===== src/rtl/shuffle_pkg.sv =====
// Shared encodings for the 8-puzzle shuffle sequencer: move directions, FSM states,
// LFSR feedback mask, PICK retry limit and the board-geometry legality helper.
package shuffle_pkg;

    typedef enum logic [1:0] {
        DIR_UP    = 2'b00,
        DIR_DOWN  = 2'b01,
        DIR_LEFT  = 2'b10,
        DIR_RIGHT = 2'b11
    } dir_e;

    typedef enum logic [2:0] {
        ST_IDLE   = 3'd0,
        ST_PICK   = 3'd1,
        ST_ISSUE  = 3'd2,
        ST_SETTLE = 3'd3,
        ST_DONE   = 3'd4
    } state_e;

    // Galois right-shift mask for taps 16,14,13,11
    localparam logic [15:0] LFSR_TAPS = 16'hB400;
    localparam logic [2:0]  PICK_RETRY_LIMIT = 3'd5;

    function automatic logic [1:0] col_of(input logic [3:0] pos);
        logic [1:0] col;
        case (pos)
            4'd0, 4'd3, 4'd6: col = 2'd0;
            4'd1, 4'd4, 4'd7: col = 2'd1;
            default:          col = 2'd2;
        endcase
        return col;
    endfunction

    // Reverse pairs differ only in bit 0 (up/down, left/right)
    function automatic logic dir_legal(input dir_e dir, input logic [3:0] pos,
                                       input dir_e last_dir, input logic last_valid);
        logic ok;
        case (dir)
            DIR_UP:    ok = (pos >= 4'd3);
            DIR_DOWN:  ok = (pos <= 4'd5);
            DIR_LEFT:  ok = (col_of(pos) != 2'd0);
            DIR_RIGHT: ok = (col_of(pos) != 2'd2);
            default:   ok = 1'b0;
        endcase
        ok = ok & ~(last_valid & (dir == dir_e'(last_dir ^ 2'b01)));
        return ok;
    endfunction

endpackage


===== src/rtl/lfsr16.sv =====
// Free-running 16-bit Galois LFSR; reloads the seed on reset and steps every cycle.
module lfsr16
    import shuffle_pkg::*;
(
    input  logic        clk,
    input  logic        rst,
    input  logic [15:0] seed,
    output logic [15:0] q
);

    logic [15:0] q_r;

    // Shift right, folding the tap mask in when the outgoing bit is set
    always_ff @(posedge clk) begin
        if (rst) begin
            q_r <= seed;
        end else if (q_r[0]) begin
            q_r <= {1'b0, q_r[15:1]} ^ LFSR_TAPS;
        end else begin
            q_r <= {1'b0, q_r[15:1]};
        end
    end

    assign q = q_r;

endmodule


===== src/rtl/shuffle_sequencer.sv =====
// Issues a burst of random, legal, non-reversing blank-tile moves to the 8-puzzle
// game controller whenever the start level rises.
module shuffle_sequencer
    import shuffle_pkg::*;
#(
    parameter int          SHUFFLE_MOVES = 32,
    parameter logic [15:0] LFSR_SEED     = 16'hACE1
) (
    input  logic       clk,
    input  logic       rst,
    input  logic       start,
    input  logic       abort,
    input  logic [3:0] blank_pos,
    output logic       move_valid,
    output logic [1:0] move_dir,
    input  logic       move_ready,
    output logic       busy,
    output logic       done,
    output logic       err,
    output logic [5:0] moves_left
);

    localparam logic [5:0] MOVES_INIT = 6'(SHUFFLE_MOVES);

    state_e      state_r;
    logic        start_q_r;
    logic [2:0]  pick_cnt_r;
    dir_e        last_dir_r;
    logic        last_valid_r;
    logic        move_valid_r;
    dir_e        move_dir_r;
    logic        busy_r;
    logic        done_r;
    logic        err_r;
    logic [5:0]  moves_left_r;

    logic [15:0] lfsr_q_s;
    logic        unused_lfsr_s;
    logic        start_edge_s;
    dir_e        cand_s;
    logic        cand_ok_s;
    logic        pos_bad_s;
    dir_e        fallback_dir_s;

    lfsr16 u_lfsr (
        .clk  (clk),
        .rst  (rst),
        .seed (LFSR_SEED),
        .q    (lfsr_q_s)
    );

    // Only the two low LFSR bits feed the candidate direction
    assign unused_lfsr_s = ^lfsr_q_s[15:2];
    assign start_edge_s  = start & ~start_q_r;
    assign cand_s        = dir_e'(lfsr_q_s[1:0]);
    assign cand_ok_s     = dir_legal(cand_s, blank_pos, last_dir_r, last_valid_r);
    assign pos_bad_s     = (blank_pos > 4'd8);

    // First legal direction in fixed priority order, used when random picks keep failing
    always_comb begin
        fallback_dir_s = DIR_RIGHT;
        if (dir_legal(DIR_UP, blank_pos, last_dir_r, last_valid_r)) begin
            fallback_dir_s = DIR_UP;
        end else if (dir_legal(DIR_DOWN, blank_pos, last_dir_r, last_valid_r)) begin
            fallback_dir_s = DIR_DOWN;
        end else if (dir_legal(DIR_LEFT, blank_pos, last_dir_r, last_valid_r)) begin
            fallback_dir_s = DIR_LEFT;
        end else begin
            fallback_dir_s = DIR_RIGHT;
        end
    end

    // Sequencer FSM with all outputs registered alongside the state
    always_ff @(posedge clk) begin
        if (rst) begin
            state_r      <= ST_IDLE;
            start_q_r    <= 1'b0;
            pick_cnt_r   <= 3'd0;
            last_dir_r   <= DIR_UP;
            last_valid_r <= 1'b0;
            move_valid_r <= 1'b0;
            move_dir_r   <= DIR_UP;
            busy_r       <= 1'b0;
            done_r       <= 1'b0;
            err_r        <= 1'b0;
            moves_left_r <= 6'd0;
        end else begin
            start_q_r <= start;
            case (state_r)
                ST_IDLE: begin
                    done_r       <= 1'b0;
                    move_valid_r <= 1'b0;
                    if (start_edge_s) begin
                        moves_left_r <= MOVES_INIT;
                        err_r        <= 1'b0;
                        last_valid_r <= 1'b0;
                        pick_cnt_r   <= 3'd0;
                        busy_r       <= 1'b1;
                        if (MOVES_INIT == 6'd0) begin
                            state_r <= ST_DONE;
                            done_r  <= 1'b1;
                        end else begin
                            state_r <= ST_PICK;
                        end
                    end else begin
                        busy_r <= 1'b0;
                    end
                end
                ST_PICK: begin
                    if (abort) begin
                        state_r <= ST_DONE;
                        done_r  <= 1'b1;
                    end else if (pos_bad_s) begin
                        err_r   <= 1'b1;
                        state_r <= ST_DONE;
                        done_r  <= 1'b1;
                    end else if (pick_cnt_r == PICK_RETRY_LIMIT - 3'd1) begin
                        move_dir_r   <= fallback_dir_s;
                        move_valid_r <= 1'b1;
                        pick_cnt_r   <= 3'd0;
                        state_r      <= ST_ISSUE;
                    end else if (cand_ok_s) begin
                        move_dir_r   <= cand_s;
                        move_valid_r <= 1'b1;
                        pick_cnt_r   <= 3'd0;
                        state_r      <= ST_ISSUE;
                    end else begin
                        pick_cnt_r <= pick_cnt_r + 3'd1;
                    end
                end
                ST_ISSUE: begin
                    if (move_ready) begin
                        moves_left_r <= moves_left_r - 6'd1;
                        last_dir_r   <= move_dir_r;
                        last_valid_r <= 1'b1;
                        move_valid_r <= 1'b0;
                        state_r      <= ST_SETTLE;
                    end else begin
                        move_valid_r <= 1'b1;
                    end
                    // A simultaneous transfer above still counts; abort only redirects
                    if (abort) begin
                        move_valid_r <= 1'b0;
                        state_r      <= ST_DONE;
                        done_r       <= 1'b1;
                    end else begin
                        done_r <= 1'b0;
                    end
                end
                ST_SETTLE: begin
                    if (abort || (moves_left_r == 6'd0)) begin
                        state_r <= ST_DONE;
                        done_r  <= 1'b1;
                    end else begin
                        pick_cnt_r <= 3'd0;
                        state_r    <= ST_PICK;
                    end
                end
                ST_DONE: begin
                    done_r       <= 1'b0;
                    busy_r       <= 1'b0;
                    move_valid_r <= 1'b0;
                    state_r      <= ST_IDLE;
                end
                default: begin
                    done_r       <= 1'b0;
                    busy_r       <= 1'b0;
                    move_valid_r <= 1'b0;
                    state_r      <= ST_IDLE;
                end
            endcase
        end
    end

    assign move_valid = move_valid_r;
    assign move_dir   = move_dir_r;
    assign busy       = busy_r;
    assign done       = done_r;
    assign err        = err_r;
    assign moves_left = moves_left_r;

endmodule


===== config.mk =====
export PLATFORM = sky130hd
export DESIGN_NAME = shuffle_sequencer
export DESIGN_NICKNAME = d
export VERILOG_FILES = /design/src/rtl/shuffle_pkg.sv /design/src/rtl/lfsr16.sv /design/src/rtl/shuffle_sequencer.sv
export SDC_FILE = /design/constraint.sdc
export NUM_CORES = 1
export LEC_CHECK = 0
export ABC_AREA = 0
export CORE_MARGIN = 4
export CORE_UTILIZATION = 30
export CTS_CLUSTER_SIZE = 30
export DETAILED_ROUTE_END_ITERATION = 16
export HOLD_SLACK_MARGIN = 0.02
export SETUP_SLACK_MARGIN = 0.15
export SYNTH_ARGS = -nofsm -noshare
export SYNTH_HDL_FRONTEND = slang
export SYNTH_SLANG_ARGS = --single-unit

===== constraint.sdc =====
create_clock -name clk -period 5.6 [get_ports clk]
set_input_delay 1.12 -clock clk [delete_from_list [all_inputs] [get_ports clk]]
set_output_delay 1.12 -clock clk [all_outputs]
set_load 0.01 [all_outputs]

# After elaboration in Yosys (flattened, before gate mapping)
# Cells that the tools add are included.
# Widths: inputs -> output; s select.
dict set report word_totals {
  register_bits 38
  inputBits 9
}
dict set report classes {
  n_addsub 2
  n_lt_le_gt_ge 3
  n_eq_ne 27
  muxes 53
  bitwise 19
  n_reduce_logical 23
}
# cell n
set op_table {}
lappend op_table {{$mux 3} 14}
lappend op_table {{$mux 1} 18}
lappend op_table {{$mux 16} 1}
lappend op_table {{$mux 2} 8}
lappend op_table {{$ne 2x2->1 const B} 8}
lappend op_table {{$eq 4x3->1 const B} 3}
lappend op_table {{$mux 6} 2}
lappend op_table {{$pmux 3 s4} 1}
lappend op_table {{$pmux 6 s2} 1}
lappend op_table {{$reduce_and 4->1} 3}
lappend op_table {{$reduce_bool 2->1} 5}
lappend op_table {{$and 1x1->1} 9}
lappend op_table {{$ne 3x3->1 const B} 3}
lappend op_table {{$not 1->1} 9}
lappend op_table {{$pmux 3 s3} 1}
lappend op_table {{$reduce_or 3->1} 3}
lappend op_table {{$eq 3x2->1 const B} 2}
lappend op_table {{$logic_not 6->1} 1}
lappend op_table {{$pmux 1 s2} 3}
lappend op_table {{$pmux 1 s3} 2}
lappend op_table {{$reduce_and 3->1} 2}
lappend op_table {{$sub 6x1->6 const B} 1}
lappend op_table {{$ne 5x5->1 const B} 1}
lappend op_table {{$reduce_and 5->1} 1}
lappend op_table {{other kinds (22)} 25}

# Longest topological paths before layout
dict set report logic_depth {
  ltp_word 17
  mapped_depth 8
}

# Cells and area by module
# A second synthesis with hierarchy kept.
dict set report unflattened {
  cells_unflattened 211
  area_unflattened_um2 1954.4
}
# mod n_inst cells_per_inst area_per_inst_um2 seq_area_each_um2
set by_module_without_submodules {}
lappend by_module_without_submodules {shuffle_sequencer 1 171 1393.8 440.4}
lappend by_module_without_submodules {lfsr16 1 40 560.5 320.3}

# Worst setup path after synthesis
# No wires, ideal clock.
dict set report synth_path {
  path_type {input port to flip-flop}
  start {input port blank_pos[0]}
  end {register move_dir_r[1] (netlist: move_dir[1])}
  setup_ns 0.071
  arrival_time_ns 2.489
  slack_ns 3.040
  path_stages 7
  path_buffers 1
  cell_sequence {buf_6 -> nor4b_1 -> o31a_1 -> o31ai_2 -> nand2_2 -> or3_1 -> a21oi_1}
}
dict set report synth_via {
  elab_chain_cells 9
  elab_cells_between_ends 27
  cone_classes {3 x order compare; 6 x eq/ne; 8 x mux; 4 x bitwise; 6 x reduce/logical}
}
# element line
set synth_rtl {}
lappend synth_rtl {{from (decl)} shuffle_sequencer.sv:13} ;# input logic [3:0] blank_pos,
lappend synth_rtl {{$eq 4x1->1 (tied with other cells)} shuffle_pkg.sv:26} ;# case (pos)
lappend synth_rtl {{$reduce_or 3->1} shuffle_pkg.sv:26}
lappend synth_rtl {{$pmux 2 s2} shuffle_pkg.sv:26}
lappend synth_rtl {{$mux 2} shuffle_pkg.sv:38} ;# case (dir)
lappend synth_rtl {{$ne 2x2->1 / $reduce_bool 2->1 (equally long branches)} {shuffle_pkg.sv:42, shuffle_pkg.sv:41}}
lappend synth_rtl {{$pmux 1 s4} shuffle_pkg.sv:38}
lappend synth_rtl {{$and 1x1->1} shuffle_pkg.sv:45} ;# ok = ok & ~(last_valid & (dir == dir_e'(last_dir ^ 2'b01)));
lappend synth_rtl {{$reduce_bool 2->1 (no line)} --}
lappend synth_rtl {{$reduce_and 4->1 (no line)} --}
lappend synth_rtl {{to (signal assigned)} shuffle_sequencer.sv:118} ;# move_dir_r <= fallback_dir_s;
lappend synth_rtl {{to (signal assigned)} shuffle_sequencer.sv:123} ;# move_dir_r <= cand_s;
lappend synth_rtl {{to (decl)} shuffle_sequencer.sv:31} ;# dir_e move_dir_r;
# Parallel ways exist; a longest one is shown, timed or not. The select of a mux whose other input is x is not followed.
# A chain may end at the register's enable or synchronous reset.

# Final worst setup path
dict set report layout_path {
  start {input port blank_pos[0]}
  end {register pick_cnt_r[2]}
}
dict set report layout_via {
  elab_chain_cells 12
  elab_cells_between_ends 25
  cone_classes {3 x order compare; 7 x eq/ne; 9 x mux; 1 x bitwise; 5 x reduce/logical}
}
# element line
set layout_rtl {}
lappend layout_rtl {{$eq 4x1->1 (tied with other cells)} shuffle_pkg.sv:26}
lappend layout_rtl {{$reduce_or 3->1} shuffle_pkg.sv:26}
lappend layout_rtl {{$pmux 2 s2} shuffle_pkg.sv:26}
lappend layout_rtl {{$mux 2} shuffle_pkg.sv:38}
lappend layout_rtl {{$ne 2x2->1 / $reduce_bool 2->1 (equally long branches)} {shuffle_pkg.sv:42, shuffle_pkg.sv:41}}
lappend layout_rtl {{$pmux 1 s4} shuffle_pkg.sv:38}
lappend layout_rtl {{$and 1x1->1} shuffle_pkg.sv:45}
lappend layout_rtl {{$mux 3} shuffle_sequencer.sv:122} ;# end else if (cand_ok_s) begin
lappend layout_rtl {{$mux 3} shuffle_sequencer.sv:117} ;# end else if (pick_cnt_r == PICK_RETRY_LIMIT - 3'd1) begin
lappend layout_rtl {{$mux 3} shuffle_sequencer.sv:113} ;# end else if (pos_bad_s) begin
lappend layout_rtl {{$mux 3} shuffle_sequencer.sv:110} ;# if (abort) begin
lappend layout_rtl {{$pmux 3 s3} shuffle_sequencer.sv:89} ;# case (state_r)
lappend layout_rtl {{to (signal assigned)} shuffle_sequencer.sv:128} ;# pick_cnt_r <= pick_cnt_r + 3'd1;
lappend layout_rtl {{to (decl)} shuffle_sequencer.sv:27} ;# logic [2:0] pick_cnt_r;
# Parallel ways exist; a longest one is shown, timed or not. The select of a mux whose other input is x is not followed.

==> metrics.md <==
| Metric | Value |
|---|---|
| Status | `completed` |
| CTS tree | `built` |
| DRT iter0 DRCs | `58` |
| Vias in the first global route | `1378` |
| Die span in x | `84.99 um` |
| Worst setup endpoint | `pick_cnt_r[2]` |
| All-Layer GR Usage | `0.1118` |
| Max_cap viols | `0` |
| CP endpoint kind | `register` |
| Clk Latency, worst-skew pair | `0.29 ns` |
| Pleak | `0.7089 nW` |
| Hold Crit Class | `reg2reg` |
| Std cell rows | `27` |
| Post-DP Area | `2003 sq um` |
| N_diodes | `0` |
| DR vias/cell | `5.021` |
| Max H-tree Level | `2` |
| Filler cells | `589` |
| Setup WS post-layout | `2.636 ns` |
| Clock root cell | `clkbuf_8` |
| CP Launch Type | `input pin` |
| Final Hold Violating Endpoints | `0` |
| # Post-CTS Setup Buffers | `0` |
| Multi-input gate area | `922.1 sq um` |
| Layout Nets | `230` |
| Yosys cell types | `48` |
| Post-place setup slack | `2.325 ns` |
| Share of cells above drive strength 1 | `0.07407` |
| Die ar. | `7222 sq um` |
| Rel. slew slack | `0.4073` |
| Layout Skew | `0.01263 ns` |
| Vias | `1446` |
| Worst r2r src | `u_lfsr.q[0]` |
| Critical Path Start | `blank_pos[0]` |
| Slew Viols, Final | `0` |
| WP data required | `5.83 ns` |
| Io pins | `21` |
| Core footprint | `5642 sq um` |
| Cells after synthesis | `202` |
| Antenna violations before repair | `0` |
| Flip-flop and latch area | `760.7 sq um` |
| Pwr dens | `264.5 nW/um^2` |
| Number of buffers created by CTS | `5` |
| Crit path kind | `in2reg` |
| EDFF count, synth | `0` |
| Slew @ Worst Pin | `0.8809 ns` |
| Layout Utilization | `0.3697` |
| Post-Syn Nets | `215` |
| Largest net degree at the start of global routing | `39` |
| Detailed Routing Iterations Pass 1 | `4` |
| Seq/Total Area, Yosys | `0.4279` |
| Worst VDD drop | `0.0001412 V` |
| Final Instance Area | `2086 sq um` |
| RSZ-0062 raised after global routing | `false` |
| Reg2Reg Depth | `6` |
| Tcrit/Tclk final | `0.5292` |
| Final total negative setup slack | `0 ns` |
| Chip Height | `84.99 um` |
| Synthesized area per cell | `8.802 sq um` |
| Mapped cell area | `1778 sq um` |
| R2r endpoint | `move_dir[1]` |
| Total Wirelength | `3.689 mm` |
| DR DRC count | `0` |
| Routability congestion estimate | `0.7971` |
| Total grt overflow | `0` |
| Clock sinks | `38` |
| CTS resizes | `0` |
| Endpoints failing setup | `0` |
| Top_reg_cell synth | `dfxtp_1` |
| R2R Setup Slk | `3.50 ns` |
| Clock buffer depth | `2` |
| First-pass GRT wire length | `6.541 mm` |
| Syn-to-layout area delta | `17.31%` |
| Post-route ant nets | `0` |
| Highest Clock Rate | `337.4 MHz` |
| IO Port Bufs | `20` |
| WL/cell | `12.81 um` |
| Starting Density | `0.3151` |
| CTS clk-pin slew, worst paths | `0.08 ns` |
| Critical path fanouts, max | `10` |
| Worst path arrival time | `3.19 ns` |
| Synthesized flop and latch total | `38` |
| Tmin final | `2.964 ns` |
| # hold bufs at CTS | `0` |
| Post-DP HPWL | `2.588 mm` |
| Ys Warns | `0` |
| Asr flop ratio synth | `0` |
[worst min path at each step]
stage | slack [ns] | start | cells after the start | endpoint
after floorplan | 0.39 | u_lfsr.q[12] | 1 | u_lfsr.q[11]
after global placement | 0.39 | u_lfsr.q[7] | 1 | u_lfsr.q[6]
after detailed placement | 0.40 | u_lfsr.q[8] | 1 | u_lfsr.q[7]
after CTS | 0.42 | u_lfsr.q[6] | 1 | u_lfsr.q[5]
after global routing | 0.43 | u_lfsr.q[8] | 1 | u_lfsr.q[7]
final | 0.41 | u_lfsr.q[6] | 1 | u_lfsr.q[5]
[area by class of cell]
class                           instances  area share
Sequential cell                        38      0.3647
Inverter                                6     0.01080
Timing Repair Buffer                   21     0.09958
Clock buffer                            6     0.03959
Multi-Input combinational cell        145      0.4421
Tap cell                               72     0.04319
[per-stage QoR]
step | hold slack [ns] | std cells | power, mW
after CTS | 0.4153 | 288 | 0.5611
after detailed placement | 0.3960 | 282 | 0.3735
final | 0.4115 | 288 | 0.5517
after global placement | 0.3927 | 282 | 0.3735
after global routing | 0.4301 | 288 | 0.5832
after floorplan | 0.3895 | 202 | 0.3503
[Yosys cell counts (2+ instances only)]
cell type | n | area share
nor2b_1 | 11 | 0.039
o21a_1 | 3 | 0.013
buf_1 | 2 | 0.0042
nor4_1 | 2 | 0.0070
a31oi_1 | 3 | 0.011
xnor2_1 | 5 | 0.025
nand3_1 | 6 | 0.017
or2_2 | 6 | 0.021
and3_1 | 2 | 0.0070
a211oi_1 | 2 | 0.0084
ha_1 | 4 | 0.028
nor3b_1 | 3 | 0.013
or3_1 | 3 | 0.011
nor2_1 | 13 | 0.027
inv_1 | 6 | 0.013
nor3_1 | 11 | 0.031
and2_1 | 3 | 0.011
or4_1 | 3 | 0.013
nor4b_1 | 2 | 0.0099
o21ai_0 | 6 | 0.017
nand2_1 | 11 | 0.023
clkbuf_1 | 6 | 0.013
dfxtp_1 | 38 | 0.43
nand3b_1 | 2 | 0.0084
o211ai_1 | 2 | 0.0084
nand2b_1 | 6 | 0.021
o31a_1 | 3 | 0.015
buf_4 | 2 | 0.0084
buf_6 | 2 | 0.013
a21oi_1 | 16 | 0.045
[cells in the final DEF (no fill, tap or decap), drive strengths merged, types with 11 or more instances in the layout]
master          n
nor3           11
nor2b          11
dfxtp          38
nand2          12
clkdlybuf4s50  20
a21oi          16
nor2           13
[power breakdown]
part           internal [mW]  leakage (nW)  switching (mW)  total [mW]
clock network         0.0949        0.0431          0.0896       0.185
registers              0.284         0.312          0.0123       0.296
logic                 0.0345         0.354          0.0364      0.0708
[registers in the layout, summed over array words and instances (netlist names)]
name / cells
start_q_r: 1
u_lfsr.q: 16
err: 1
move_valid: 1
busy: 1
done: 1
last_dir_r: 2
state_r: 3
move_dir: 2
pick_cnt_r: 3
moves_left: 6
last_valid_r: 1
[routing by layer]
metal	vias up	part of all wire	GRT usage
met1	662	0.50	0.1483
li1	746	-	-
met2	36	0.44	0.1667
met4	0	0.0098	0.04317
met3	2	0.048	0.03786
met5	-	0	0
[critical path, cell delays in order]
cell             delay (ns)
clkdlybuf4s50_1        0.57
o31ai_1                0.54
o221ai_1               0.25
o21a_1                 0.28
nor3b_1                0.19
o211ai_1               0.10
a21oi_1                0.14
[cells by family (layout without fill, tap and decap cells)]
logic type / count (synthesis) / after routing / share of synthesized area
buf+inv: 19 / 33 / 0.05348
compound gates: 46 / 46 / 0.1795
simple gates: 88 / 88 / 0.2759
xor+xnor: 6 / 6 / 0.02956
mux: 1 / 1 / 0.005630
fa+ha+maj: 4 / 4 / 0.02815
flops: 38 / 38 / 0.4279
Power figures use the tool's default switching activity.
